--- config.mk ---
export PLATFORM = sky130hd
export DESIGN_NAME = alu_unit
export DESIGN_NICKNAME = d
export VERILOG_FILES = /design/src/rtl/alu_unit.sv
export SDC_FILE = /design/constraint.sdc
export NUM_CORES = 1
export LEC_CHECK = 0
export ABC_CLOCK_PERIOD_IN_PS = 2300
export CAP_MARGIN = 20
export CORE_UTILIZATION = 30
export DETAILED_ROUTE_END_ITERATION = 12
export PLACE_DENSITY_LB_ADDON = 0.25
export SYNTH_ARGS = -nofsm -noshare
export SYNTH_HDL_FRONTEND = slang
export SYNTH_SLANG_ARGS = --single-unit
--- constraint.sdc ---
create_clock -name clk -period 2.3 [get_ports clk]
set_clock_uncertainty 0.1 [all_clocks]
set_input_delay 0.46 -clock clk [delete_from_list [all_inputs] [get_ports clk]]
set_output_delay 0.46 -clock clk [all_outputs]
set_load 0.02 [all_outputs]
--- src/rtl/alu_unit.sv ---
// Registered WIDTH-bit ALU: FWD / ADD / AND / OR with registered ZERO and CARRY flags.
// All outputs come straight from flops, one clock after operands are sampled.
module alu_unit #(
    parameter int WIDTH = 8
) (
    input  logic             clk,
    input  logic             reset,
    input  logic [WIDTH-1:0] operand1,
    input  logic [WIDTH-1:0] operand2,
    input  logic [2:0]       aluop,
    output logic [WIDTH-1:0] result,
    output logic             zero,
    output logic             carry
);

    typedef enum logic [2:0] {
        OP_FWD = 3'b000,
        OP_ADD = 3'b001,
        OP_AND = 3'b010,
        OP_OR  = 3'b011
    } alu_op_t;

    logic [WIDTH-1:0] and_bits;
    logic [WIDTH-1:0] or_bits;
    logic [WIDTH:0]   sum_full;

    logic [WIDTH-1:0] result_reg;
    logic [WIDTH-1:0] result_next;
    logic             zero_reg;
    logic             zero_next;
    logic             carry_reg;
    logic             carry_next;

    genvar gi;
    generate
        for (gi = 0; gi < WIDTH; gi++) begin : g_logic_bits
            assign and_bits[gi] = operand1[gi] & operand2[gi];
            assign or_bits[gi]  = operand1[gi] | operand2[gi];
        end
    endgenerate

    // Extend both operands by one bit so the top bit of the sum is the carry-out.
    assign sum_full = {1'b0, operand1} + {1'b0, operand2};

    always_comb begin
        result_next = '0;
        carry_next  = 1'b0;
        case (aluop)
            OP_FWD: result_next = operand2;
            OP_ADD: begin
                result_next = sum_full[WIDTH-1:0];
                carry_next  = sum_full[WIDTH];
            end
            OP_AND: result_next = and_bits;
            OP_OR:  result_next = or_bits;
            default: begin
                result_next = '0;
                carry_next  = 1'b0;
            end
        endcase
        // Derived from the same value that loads result, so flag and data never disagree.
        zero_next = (result_next == '0);
    end

    always_ff @(posedge clk) begin
        if (reset) begin
            result_reg <= '0;
            zero_reg   <= 1'b1;
            carry_reg  <= 1'b0;
        end else begin
            result_reg <= result_next;
            zero_reg   <= zero_next;
            carry_reg  <= carry_next;
        end
    end

    assign result = result_reg;
    assign zero   = zero_reg;
    assign carry  = carry_reg;

endmodule

## Yosys cells after proc, flatten, opt, wreduce, memory -nomap -nowiden

Cells that the tools add are included.

- $add $sub $neg: 1
- Eq/ne operators: 3
- Multiplexer cells: 1
- Bitwise gates (word level): 17
- Reductions and logical operators: 3

Operator list:

| kind | number |
|---|---|
| 8-bit case mux with 4 select lines | 1 |
| 8-bit by 8-bit adder with 9-bit output | 1 |
| 1-bit bitwise AND | 8 |
| 8-bit logical NOT | 1 |
| 1-bit OR | 8 |
| 3-bit by 2-bit equality test with 1-bit output, second input constant | 2 |
| 3-bit by 1-bit equality test with 1-bit output, second input constant | 1 |
| 3-bit logical NOT | 1 |
| 2-bit OR reduction | 1 |
| 1-bit NOT | 1 |

- Flip-flop bits (word level): 10
- Input port bits: 21
- Output and inout bits: 10
- Logic and storage cells: 28

## Depth between registers and ports, before layout

- Word-level depth: 3
- Depth in mapped cells: 9
- Mapped depth without buffers: 9

## Least setup slack after synthesis

Ideal clock, no wire load.

- Path type: input port to flip-flop
- Start point: in operand1[0]
- End point: reg zero_reg (netlist: zero)
- Setup time: 0.116 ns
- Arrival: 2.210 ns
- Required time: 2.084 ns
- Slack: -0.126 ns
- Cell stages on the path: 9
- Buffers on the path: 0
- Cell sequence: ha_1 > inv_1 > fa_1 > xor2_1 > mux4_2 > o211ai_2 > nor2_1 > and3_1 > a41o_1

- Cells in the longest elaborated chain, start to end: 3
- Elaborated cells on any way between the ends: 5
- Classes of those cells: add/sub (1); mux (1); bitwise (2); reduce/logical (1)

RTL lines:

| what | RTL line | source |
|---|---|---|
| start, declared | 8 | `input logic [WIDTH-1:0] operand1,` |
| 8-bit by 8-bit adder with 9-bit output (tied with other cells) | 43 | `assign sum_full = {1'b0, operand1} + {1'b0, operand2};` |
| 8-bit case mux with 4 select lines * | 48 | `case (aluop)` |
| 8-bit logical NOT * | 62 | `zero_next = (result_next == '0);` |
| end signal, assigned | 72 | `zero_reg <= zero_next;` |
| end, declared | 29 | `logic zero_reg;` |

Every way passes the cells marked *; elsewhere a longest branch is shown, timed or not.
A chain may end at the register's enable or synchronous reset.

## Final worst setup path

Same ends and word-level chain as after synthesis.

==> impl_metrics.csv <==
group,metric,value,unit
clock_network,clk_pin_slew_worst_paths,0.05,ns
hold_path,hold_class,"input pin to flip-flop",
finish,largest_reg_flops,8,
power,vdd_drop_max,0.0989,mV
sta,timing_worst_slew_pin_value,0.353,ns
power,p_leak,0.801,nW
sta,setup_violations,0,
yosys,synthFlopType,"dfxtp_1",
critical_path,critPathLaunchType,"input pin",
route,wl_per_cell,11.3,µm
die,fp.dieW,60.5,µm
grt,grt_usage,14.9,%
critical_path,cp_slowest_cell,"mux4_2",
critical_path,crit_start,"operand1[0]",
die,fp.dieH,60.5,µm
yosys,ys_seq_elements,10,
critical_path,worstPathCellList,"buf_6, ha_4, inv_2, fa_2, xor2_1, mux4_2, o211ai_2, nor2_1, and3_1, a41o_1",
outcome,status,"completed",
die,die-area,3660,µm²
yosys,syn-mean-instance-area,8.48,µm²
sta,fmax,443,MHz
yosys,synth_top_area_share,19.5,%
power,power_density,355,nW/µm²
clock_network,clockBufferDepth,2,
critical_path,critPathMaxStageDelay,0.48,ns
route,drtIter0Drc,6,
run,cap_violations,0,
finish,area_growth,66.2,%
sta,hold_violations,0,
critical_path,crit_path_end_kind,"flip-flop",
route,vias,1061,
route,firstDrtPassIters,4,
die,rows,20,
route,totalWireLength,2.54,mm
yosys,synthTopCellsByArea,"dfxtp_1 20%, ha_1 20%, inv_1 7.3%",
clock_network,cts_root_buffer,"clkbuf_4",
route,drt-vias-per-instance,4.69,
sta,fin_setup_tns,0,ns
yosys,synth_most_common_cell,"inv_1",
clock_network,h-tree-depth,1,
finish,layout-drive-gt1-share,35.7,%
yosys,syn_inst,121,
critical_path,cp_max_fo,2,
place,place_hpwl,2.04,mm
sta,min_period,2.26,ns
clock_network,cts_tree,"done",
yosys,synth_edf_count,0,
critical_path,worst-setup-path-type,"input pin to flip-flop",
yosys,yosysWarningCount,0,
yosys,synth-seq-area-share,19.5,%
power,power,605,µW
place,gp_congestion,0.803,
place,port-buffer-count,30,
clock_network,cts_hold_buf,0,
yosys,syn_nets,159,
finish,diodes,0,
clock_network,cts_buffers,3,
die,start_util,32.5,%
yosys,synth.distinct_cells,41,
critical_path,critPathRequiredTime,2.34,ns
yosys,synth_area,1030,µm²
die,pin_count,31,
grt,grt_pass1_vias,1040,
sta,drv_slew,0,
die,fp.coreArea,3150,µm²
yosys,yosys-top-cells-count,"20 x inv_1, 16 x ha_1, 12 x nor2_1",
route,drc,0,
grt,grt_max_degree,10,
hold_path,hp-start,"aluop[1]",
sta,timing.final.crit_share,98.1,%
grt,grt_first_pass_wirelength,4.19,mm
sta,relSlewSlack,76.4,%
clock_network,cts.sinks,10,
finish,finalNetCount,222,
critical_path,worstPathArrival,2.30,ns
yosys,yosysTopAreaCell,"dfxtp_1",
route,final_antenna_net_count,0,
yosys,async_flop_share,0,%
grt,gr-total-overflow,0,
grt,antenna_found_initial,0,
==> final cells by class <==
type	count	area, µm²
fillers	305	1450
multi-input cells	87	815
repair buffers	62	538
flip-flops and latches	10	200
inverters	20	75.1
well taps	44	55.1
clock buffers	3	22.5
==> what timing repair did <==
| action | in CTS | in global routing |
|---|---|---|
| pin swaps | 4 | 8 |
| setup endpoints to repair | 6 | 3 |
| resized for setup | 21 | 17 |
| buffers inserted | 1 | 0 |
==> critical path, delay by kind of cell <==
kind                       cells  cell delay [ns]
AOI/OAI and AO/OA              2             0.38
muxes                          1             0.48
buffers and inverters          2             0.12
adders and majority gates      2             0.49
and+or+nand+nor                2             0.22
xor gates and xnor gates       1             0.16
==> stage by stage <==
| step | hold WS [ns] | instances | setup slack (ns) | cell area [µm²] | utilization (%) |
|---|---|---|---|---|---|
| after floorplan | 0.567 | 121 | -0.0513 | 1040 | - |
| after global placement | 1.08 | 222 | -0.666 | 1600 | 50.7 |
| after detailed placement | 1.07 | 222 | -0.698 | 1600 | 50.7 |
| after CTS | 0.786 | 226 | 0.0242 | 1650 | 52.2 |
| after global routing | 0.753 | 226 | -0.00156 | 1710 | 54.1 |
| final | 0.732 | 226 | 0.0432 | 1710 | 54.1 |
==> cells by family (layout without fill, tap and decap cells) <==
family / Yosys count / count (layout) / synth area share (%)
compound gates: 30 / 30 / 22.6
xor+xnor: 4 / 4 / 3.42
fa+ha+maj: 17 / 17 / 21.5
buf+inv: 24 / 85 / 10.4
flops: 10 / 10 / 19.5
mux: 8 / 8 / 9.27
simple gates: 28 / 28 / 13.4
==> metal layers <==
layer,wire [µm],track usage (%),vias up
met5,0,0,-
met4,0,6.17,0
met3,69,0.853,0
met2,1350,26.8,22
met1,1120,18.4,503
li1,-,-,536
==> cell usage in the layout, fill, tap and decap left out, types with 2 or more instances in the layout <==
master | netlist | routed
buf_4 | 0 | 32
clkdlybuf4s50_1 | 0 | 23
inv_1 | 20 | 15
nor2_1 | 12 | 10
ha_1 | 16 | 10
dfxtp_1 | 10 | 10
inv_2 | 0 | 5
nand2_1 | 5 | 5
mux2i_1 | 5 | 5
a21oi_1 | 5 | 4
ha_4 | 0 | 4
o22a_1 | 3 | 3
nand2b_1 | 3 | 3
clkbuf_4 | 0 | 3
o21ai_0 | 3 | 2
xnor2_1 | 2 | 2
o21bai_1 | 2 | 2
nor2_2 | 0 | 2
nor2b_1 | 2 | 2
a211oi_1 | 3 | 2
xor2_1 | 2 | 2
mux2_2 | 2 | 2
ha_2 | 0 | 2
buf_6 | 2 | 2
dlygate4sd2_1 | 0 | 2
==> worst paths after layout <==
kind,endpoint,slack (ns),depth (start not counted)
setup / recovery,zero$_SDFF_PP1_,0.04,10
hold / removal,result[2]$_SDFF_PP0_,0.73,3
==> power by group <==
| group | switching [mW] | internal [mW] | leakage, nW |
|---|---|---|---|
| clock | 0.0465 | 0.0596 | 0.0138 |
| combinational | 0.140 | 0.172 | 0.705 |
| sequential | 0.00228 | 0.184 | 0.0822 |
| total | 0.189 | 0.416 | 0.801 |
Note: power is estimated with default switching activity, not from simulation.
==> patch, RTL diff (same settings) <==
The parameter `WIDTH` goes from 8 to 7.
--- a/src/rtl/alu_unit.sv
+++ b/src/rtl/alu_unit.sv
@@ -1,7 +1,7 @@
 // Registered WIDTH-bit ALU: FWD / ADD / AND / OR with registered ZERO and CARRY flags.
 // All outputs come straight from flops, one clock after operands are sampled.
 module alu_unit #(
-    parameter int WIDTH = 8
+    parameter int WIDTH = 7
 ) (
     input  logic             clk,
     input  logic             reset,
Interface: changed (resized operand1, operand2 and result); port bits go from 31 to 28. No check against the original RTL was run, so the function may have changed too.
==> patch against the unedited design <==
  * Wire length is 21% lower
  * Sequential cell count is 1 lower
  * Worst setup slack better by 0.038 ns
  * Combinational power is 21% lower
  * Die area is 10% lower
  * Sequential power is 12% lower
  * Power is 14% lower
  * Count of clock-buffer cells in the layout is 1 higher
  * Utilization is 1.5 points lower
  * The run now ends with design-rule violations left
  * Synthesized area is 10% lower
  * Largest power group unchanged
  * Final area is 13% lower
==> patch: results (changes against the unedited design) <==
stage,metric,value,unit,change
run_status,outcome,"complete, but fails checks",,
run_status,failing checks,design-rule violations,,
yosys,Mapped Cells,113,,-6.6%
yosys,Post-Synth Adder-Cell Area,21.3,%,-0.21 points
route,DR iter-0 viols,16,,+10
clock_network,CTS root buffer,clkbuf_4,,
worst_setup_path,slowest CP cell,mux4_2,,
grt,first-pass GRT wire length,3410,µm,-19%
pwr,P_leak,0.000703,µW,-12%
grt,vias in the first global route,909,,-13%
final_layout,Ant. Diodes,0,,unchanged
placed_design,placed cells,189,,-15%
yosys,Synth Net Count,147,,-7.5%
clock_network,Worst-path clk slew,0.06,ns,
clock_network,clock buffer depth,2,,unchanged
yosys,Netlist cell types,38,,-7.3%
final_layout,Final nets,201,,-9.5%
clock_network,H-tree levels,1,,unchanged
yosys,sequential area share after synthesis,19.6,%,+0.11 points
yosys,Syn. warnings,0,,unchanged
sta,Slew HR,79.8,%,+3.4 points
placed_design,DP Wirelength,1690,µm,-17%
clock_network,CTS buffer count,3,,unchanged
grt,gr usage total,13.1,%,-1.8 points
yosys,mux contribution to synthesized area,11.2,%,+1.9 points
worst_setup_path,crit path DAT,2.28,ns,-0.02 ns
worst_setup_path,Worst Path Max Fanout,2,,unchanged
route,DRC violations left,4,,+4
route,total vias in the final route,942,,-11%
grt,antenna violations before repair,0,,unchanged
hold_path,worst hold path depth,3,,unchanged
route,drt first pass iters,9,,+5
placed_design,Place WS,-0.550,ns,+0.149 ns
yosys,Area contributors post-synth,"dfxtp_1 20%, ha_1 19%, mux2i_1 8.7%",,
yosys,Post-synth top flop,dfxtp_1,,
placed_design,Port Buffers,27,,-10%
route,final WL,2020,µm,-21%
placed_design,routability cong.,0.803,,about the same
yosys,XOR/XNOR Fraction of Synth Area,0.954,%,-2.5 points
hold_path,Hold Path Class,in2reg,,
grt,largest net degree at the start of global routing,13,,+3
pwr,Max VDD drop,0.126,mV,+28%
yosys,synth cell count leaders,"16 x inv_1, 14 x ha_1, 13 x nor2_1",,
final_layout,layout cell share with drive strength beyond 1,30.1,%,-5.6 points
worst_setup_path,cell family with the largest share of critical-path delay,multiplexers,,
worst_setup_path,Max stage delay on crit path,0.46,ns,-0.02 ns
final_layout,max FFs per register,7,,-1
yosys,Synth Area in Compound Gates,18.3,%,-4.3 points
yosys,"FFs w/ async S/R, synth",0,%,unchanged
route,Vias/cell,4.78,,+1.9%
[patch: worst paths after layout]
| kind | start | to | slack [ns] |
|---|---|---|---|
| worst max-delay path | operand1[1] | zero | 0.08 |
| worst min-delay path | reset | zero | 0.74 |
[patch: logic make-up after synthesis]
| kind of cell | Yosys count |
|---|---|
| flops | 9 |
| mux | 9 |
| simple gates | 34 |
| buf+inv | 20 |
| fa+ha+maj | 15 |
| xor+xnor | 1 |
| compound gates | 25 |
[patch: where the power goes]
group          switching, µW  total [µW]  internal, µW
combinational            108         245           137
clock                   46.1         112          66.3
sequential              1.47         164           162
[patch: worst min-delay path, stage by stage]
cell	delay, ns
clkdlybuf4s50_1	0.47
nor2_1	0.07
o31ai_2	0.06
[patch: layout make-up]
type	instances	area (µm²)
Timing Repair Buffer	52	464
Clock buffer	4	26.3
Fill cell	278	1340
Multi-Input combinational cell	84	711
Tap cell	31	38.8
Sequential cell	9	180
Inverter	17	66.3
[patch: metrics by stage]
stage / cell area (µm²) / utilization (%) / hold slack (ns) / TNS [ns]
floorplan: 921 / - / 0.478 / 0
global route: 1490 / 52.5 / 0.780 / 0
finish: 1490 / 52.5 / 0.738 / 0
global placement: 1380 / 48.9 / 1.00 / -1.62
detailed placement: 1380 / 48.9 / 0.994 / -1.81
CTS: 1450 / 51.2 / 0.737 / 0
[patch: layer usage]
metal,routed length (µm),up-vias,track usage (%)
met5,0,-,0
met4,0,0,6.27
met3,42,0,0.907
met2,1060,17,24.9
met1,913,432,14.8
li1,-,493,-
[patch: what timing repair did]
action	4_1_cts	5_1_grt
pin swaps	4	5
resized for setup	11	13
setup buffers	3	1
setup endpoints to repair	2	3
